$ cat src/rtl/dac_iq_interleaver.sv
// Sample FIFO and I/Q interleaving engine feeding a dual 10-bit DAC.
// Build macro DAC_IQ_UNDERRUN_HOLD_EN: on underrun, repeat the last popped I/Q pair instead of midscale.
module dac_iq_interleaver #(
    parameter int FIFO_DEPTH  = 16,
    parameter int C_DIV_WIDTH = 8
) (
    input  logic                        Bus2IP_Clk,
    input  logic                        Bus2IP_ResetN,
    input  logic [0:31]                 Wr_Data,
    input  logic                        Wr_Valid,
    output logic                        Wr_Ready,
    input  logic                        Ctl_Enable,
    input  logic                        Ctl_Flush,
    input  logic                        Ctl_Format,
    input  logic [0:C_DIV_WIDTH-1]      Ctl_Div,
    input  logic                        Ctl_ClrUnderrun,
    output logic [0:9]                  DAC_Data,
    output logic                        DAC_Wrt,
    output logic                        DAC_Sel,
    output logic [0:$clog2(FIFO_DEPTH)] Fifo_Level,
    output logic                        Underrun
);
    localparam int                     AW       = $clog2(FIFO_DEPTH);
    localparam logic [AW:0]            FULL_LVL = (AW+1)'(FIFO_DEPTH);
    localparam logic [9:0]             MIDSCALE = 10'h200;
    localparam logic [C_DIV_WIDTH-1:0] DIV_MIN  = C_DIV_WIDTH'(1);

    typedef enum logic [1:0] {IDLE = 2'd0, SEND_I = 2'd1, SEND_Q = 2'd2} state_t;

    state_t                 state;
    logic [31:0]            mem [FIFO_DEPTH];
    logic [AW-1:0]          wr_ptr, rd_ptr;
    logic [AW:0]            level, level_nxt;
    logic                   push, pop, empty, tick;
    logic [31:0]            rd_word;
    logic [9:0]             i_code, q_code, q_hold;
    logic [C_DIV_WIDTH-1:0] cnt, lim, div_eff;
    logic [1:0]             vld_pipe;
    logic                   unused_bits;
`ifdef DAC_IQ_UNDERRUN_HOLD_EN
    logic [9:0]             last_i, last_q;
`endif

    assign push    = Wr_Valid & Wr_Ready;
    assign empty   = (level == '0);
    assign tick    = (state != IDLE) && (cnt == lim);
    assign pop     = Ctl_Enable & tick & (state == SEND_I) & ~empty;
    assign rd_word = mem[rd_ptr];

    // Top 10 bits of each halfword; two's complement becomes offset binary by flipping the MSB.
    assign i_code      = {rd_word[31] ^ Ctl_Format, rd_word[30:22]};
    assign q_code      = {rd_word[15] ^ Ctl_Format, rd_word[14:6]};
    assign unused_bits = ^{rd_word[21:16], rd_word[5:0]};

    assign div_eff    = (Ctl_Div == '0) ? DIV_MIN : Ctl_Div;
    assign Fifo_Level = level;
    assign DAC_Wrt    = vld_pipe[1];

    always_comb begin
        level_nxt = level;
        if (Ctl_Flush) begin
            level_nxt = '0;
        end else begin
            unique case ({push, pop})
                2'b10:   level_nxt = level + 1'b1;
                2'b01:   level_nxt = level - 1'b1;
                default: level_nxt = level;
            endcase
        end
    end

    always_ff @(posedge Bus2IP_Clk) begin
        if (push) mem[wr_ptr] <= Wr_Data;
    end

    always_ff @(posedge Bus2IP_Clk or negedge Bus2IP_ResetN) begin
        if (!Bus2IP_ResetN) begin
            wr_ptr   <= '0;
            rd_ptr   <= '0;
            level    <= '0;
            Wr_Ready <= 1'b1;
        end else begin
            level    <= level_nxt;
            Wr_Ready <= (level_nxt != FULL_LVL);
            if (Ctl_Flush) begin
                wr_ptr <= '0;
                rd_ptr <= '0;
            end else begin
                if (push) wr_ptr <= wr_ptr + 1'b1;
                if (pop)  rd_ptr <= rd_ptr + 1'b1;
            end
        end
    end

    // Limit is sampled only while idle or at a wrap so a new divider never cuts a period short.
    always_ff @(posedge Bus2IP_Clk or negedge Bus2IP_ResetN) begin
        if (!Bus2IP_ResetN) begin
            cnt <= '0;
            lim <= DIV_MIN;
        end else if (state == IDLE || tick) begin
            cnt <= '0;
            lim <= div_eff;
        end else begin
            cnt <= cnt + 1'b1;
        end
    end

    always_ff @(posedge Bus2IP_Clk or negedge Bus2IP_ResetN) begin
        if (!Bus2IP_ResetN) begin
            state    <= IDLE;
            DAC_Data <= MIDSCALE;
            DAC_Sel  <= 1'b0;
            q_hold   <= MIDSCALE;
            vld_pipe <= '0;
            Underrun <= 1'b0;
`ifdef DAC_IQ_UNDERRUN_HOLD_EN
            last_i   <= MIDSCALE;
            last_q   <= MIDSCALE;
`endif
        end else begin
            if (Ctl_ClrUnderrun) Underrun <= 1'b0;
            if (!Ctl_Enable) begin
                state    <= IDLE;
                DAC_Data <= MIDSCALE;
                DAC_Sel  <= 1'b0;
                q_hold   <= MIDSCALE;
                vld_pipe <= '0;
            end else begin
                vld_pipe <= {vld_pipe[0], tick};
                unique case (state)
                    IDLE: state <= SEND_I;
                    SEND_I: if (tick) begin
                        DAC_Sel <= 1'b0;
                        state   <= SEND_Q;
                        if (!empty) begin
                            DAC_Data <= i_code;
                            q_hold   <= q_code;
`ifdef DAC_IQ_UNDERRUN_HOLD_EN
                            last_i   <= i_code;
                            last_q   <= q_code;
`endif
                        end else begin
                            Underrun <= 1'b1;
`ifdef DAC_IQ_UNDERRUN_HOLD_EN
                            DAC_Data <= last_i;
                            q_hold   <= last_q;
`else
                            DAC_Data <= MIDSCALE;
                            q_hold   <= MIDSCALE;
`endif
                        end
                    end
                    SEND_Q: if (tick) begin
                        DAC_Data <= q_hold;
                        DAC_Sel  <= 1'b1;
                        state    <= SEND_I;
                    end
                    default: state <= IDLE;
                endcase
            end
        end
    end
endmodule
$ cat config.mk
export PLATFORM = sky130hd
export DESIGN_NAME = dac_iq_interleaver
export DESIGN_NICKNAME = d
export VERILOG_FILES = /design/src/rtl/dac_iq_interleaver.sv
export SDC_FILE = /design/constraint.sdc
export NUM_CORES = 1
export LEC_CHECK = 0
export BUFFER_PORTS_ARGS = -buffer_cell sky130_fd_sc_hd__buf_2
export CORE_MARGIN = 2
export CORE_UTILIZATION = 40
export CTS_BUF_LIST = sky130_fd_sc_hd__clkbuf_8
export DETAILED_ROUTE_END_ITERATION = 6
export PLACE_DENSITY_LB_ADDON = 0.08
export SLEW_MARGIN = 20
export SYNTH_ARGS = -nofsm -noshare
export SYNTH_HDL_FRONTEND = slang
export SYNTH_SLANG_ARGS = --single-unit
$ cat constraint.sdc
create_clock -name Bus2IP_Clk -period 3.7 [get_ports Bus2IP_Clk]
set_input_delay 0.185 -clock Bus2IP_Clk [delete_from_list [all_inputs] [get_ports Bus2IP_Clk]]
set_output_delay 0.185 -clock Bus2IP_Clk [all_outputs]
set_load 0.01 [all_outputs]
==> impl_metrics.py <==
metrics = {
    "status": {
        "status": "finished clean",
    },
    "finish": {
        "area_growth_pct": 16.0,
        "utilization_pct": 47.2,
        "fillers": 3108,
        "fin_area_sq_mm": 0.0173,
        "drive_above_1_share_pct": 24.2,
        "nets": 986,
    },
    "worst_setup_path": {
        "worst_ep_required_time_ps": 4270,
        "worstSetupEndpointType": "register",
        "critical_path_class": "register to register",
        "cp_max_fo": 4,
        "worstPathArrival_ps": 4080,
        "worstSetupStartpointType": "register",
    },
    "synthesis": {
        "synth-main-ff-cell": "edfxtp_1",
        "synth_async_sr_flop_share_pct": 14.9,
        "synthMuxAreaShare_pct": 14.3,
        "yosysWarnings": 0,
        "yosysTopAreaCellShare_pct": 64.4,
        "synth-edff-count": 320,
        "ys_ff_latch": 376,
        "avgSynthCellArea_sq_um": 19.2,
        "synth_xor_area_share_pct": 1.41,
        "synth_cell_types": 46,
        "ys_seq_area_share_pct": 73.8,
        "netlist_top_cells_area": "edfxtp_1, mux4_2, dfrtp_1, mux2i_1, xor2_1",
        "netlist_instances": 778,
        "synthesis.area_sq_mm": 0.0149,
        "yosys.area_share.simple_pct": 3.34,
        "synth_fa_ha_area_share_pct": 0.972,
        "syn-num-nets": 836,
        "yosys.area.top_type": "edfxtp_1",
        "synth-compound-area-share_pct": 4.43,
        "synth_top_family_by_area": "multiplexers",
    },
    "sta": {
        "finalSetupViolCount": 0,
        "fmax_ghz": 0.285,
        "maxSlewViolCount": 0,
        "fin_tns_setup_ps": 0,
        "fin_ws_ps": 195,
        "hold_slack_ps": 329,
        "rsz0062_at_grt": "false",
        "hold_viol": 0,
        "worst_pin_slew_ps": 915,
        "max-slew-margin-rel_pct": 39.0,
        "post-route-min-period_ps": 3500,
        "skew_ps": 23.3,
        "period_share_pct": 94.7,
    },
    "clock_network": {
        "cts_max_level": 2,
        "clockBufferDepth": 3,
        "clkSinkCount": 376,
        "clk_pin_slew_ps": 60,
        "cts_tree": "built",
        "cts_buffers": 61,
        "cts_root_buffer": "clkbuf_8",
        "clock_latency_ps": 650,
    },
    "route": {
        "vias": 7898,
        "wl_per_cell_um": 24.7,
        "viasPerCell": 5.46,
        "drc_errors": 0,
        "firstDrtPassIters": 4,
        "drtAntennaViolNets": 0,
        "drtIter0Drc": 568,
        "wirelength_um": 35800,
    },
    "floorplan": {
        "dieArea_sq_mm": 0.0389,
        "dieWidth_um": 197,
        "start_util_pct": 40.7,
        "ioPinCount": 66,
        "fp.coreArea_sq_mm": 0.0367,
        "rows": 70,
        "die_h_um": 197,
    },
    "pwr": {
        "leakagePower_nw": 5.98,
        "p_per_area_mw_per_mm2": 476,
        "ir_worst_vdd_v": 0.000260,
    },
    "placement": {
        "port_buffers": 53,
        "placed_cell_area_sq_mm": 0.0158,
        "hpwl_um": 19400,
        "pre_cts_ws_ps": 50.4,
        "gp_congestion": 0.793,
    },
    "grt": {
        "antenna_found_initial": 1,
        "overflow": 0,
        "grt_use_total_pct": 19.2,
        "grt_pass1_wl_um": 53600,
        "grt_max_degree": 52,
        "grt_pass1_vias": 8450,
    },
    "worst_hold_path": {
        "hold_class": "primary input to register",
    },
    "job": {
        "cap_viol_max_count": 0,
    },
}
-- cells in the mapped netlist (9+ instances only) --
master,count
o22ai_1,11
nand3_1,11
dfrtp_1,52
mux4_2,62
ha_1,10
xor2_1,17
and2_1,16
clkbuf_1,12
o21ai_0,10
a21oi_1,29
a221oi_1,16
inv_1,11
mux2i_1,54
o2bb2ai_1,9
nor2_1,26
edfxtp_1,320
-- sequential cells by signal, indices dropped and copies added, names as in the netlist --
register and count:
Underrun 1, rd_ptr 4, lim 8, state 2, cnt 8, vld_pipe 2
Fifo_Level 5, wr_ptr 4, DAC_Data 10, Wr_Ready 1, DAC_Sel 1, mem 320
q_hold 10
-- layout by cell type, fill, tap and decap left out, types with 17 or more instances in the layout --
master	instances
buf_2	53
dfrtp_1	49
clkbuf_8	66
a21oi_1	29
mux2i_1	54
xor2_1	17
nor2_1	26
buf_4	29
inv_1	41
dlygate4sd3_1	38
mux4_2	62
edfxtp_1	320
-- final cells by class --
cell class / instances / area, sq um / area share, %
diodes: 1 / 2.50 / 0.0145
clock buffers: 66 / 908 / 5.25
multi-input cells: 356 / 3660 / 21.1
inverters: 11 / 41.3 / 0.239
flip-flops and latches: 376 / 11000 / 63.7
repair buffers: 122 / 903 / 5.22
clock inverters: 47 / 186 / 1.08
well taps: 468 / 586 / 3.38
-- through the flow --
stage / power, W / std cells
floorplan: 0.00491 / 778
global placement: 0.00505 / 1293
detailed placement: 0.00507 / 1293
CTS: 0.00835 / 1444
global route: 0.00856 / 1447
finish: 0.00824 / 1447
-- path summary, 6_finish.rpt --
check / from / to / slack [ps] / depth (start not counted)
setup / recovery: cnt[5] / Wr_Ready / 200 / 14
hold reg to reg: vld_pipe[0] / vld_pipe[1] / 470 / 1
min in group asynchronous: Bus2IP_ResetN / Wr_Ready / 550 / 3
hold / removal: Ctl_Div[5] / lim[2] / 330 / 3
setup reg to reg: cnt[5] / Wr_Ready / 200 / 14
max in group asynchronous: Bus2IP_ResetN / rd_ptr[0] / 1980 / 4
-- routing by layer --
layer  track usage [%]  wire length [um]
met5                 0                 0
met4              6.93              1070
met3              3.88              1730
met2              31.3             17200
met1              25.7             15800
-- kinds of logic (layout without fill, tap and decap cells) --
group	count (synthesis)	after routing
mux	128	128
other cells	0	1
fa+ha+maj	11	11
xor+xnor	24	24
flops	376	376
buf+inv	46	246
simple gates	95	95
compound gates	98	98
-- what timing repair did --
item                                    CTS  global route
hold endpoints to repair                403             0
endpoints found under the setup margin    0             2
buffers inserted                          0             2
resized for setup                         0             2
hold buffers                             38             0
-- where the power goes --
| group | internal, W | switching, W |
|---|---|---|
| registers | 0.00467 | 0.0000283 |
| clock network | 0.00163 | 0.00160 |
| logic | 0.000120 | 0.000195 |
| total | 0.00642 | 0.00182 |
-- critical path, stage by stage (launching register included) --
cell and delay [ps]:
dfrtp_1 420, xor2_1 170, nor4_2 400, nand4_1 230
nand2b_1 230, inv_1 80, ha_1 220, inv_1 100
fa_1 380, nor2b_1 160, o21ai_0 130, and3_1 210
or4_1 400, a21oi_1 190, nand3b_1 90
Power figures use the tool's default switching activity.
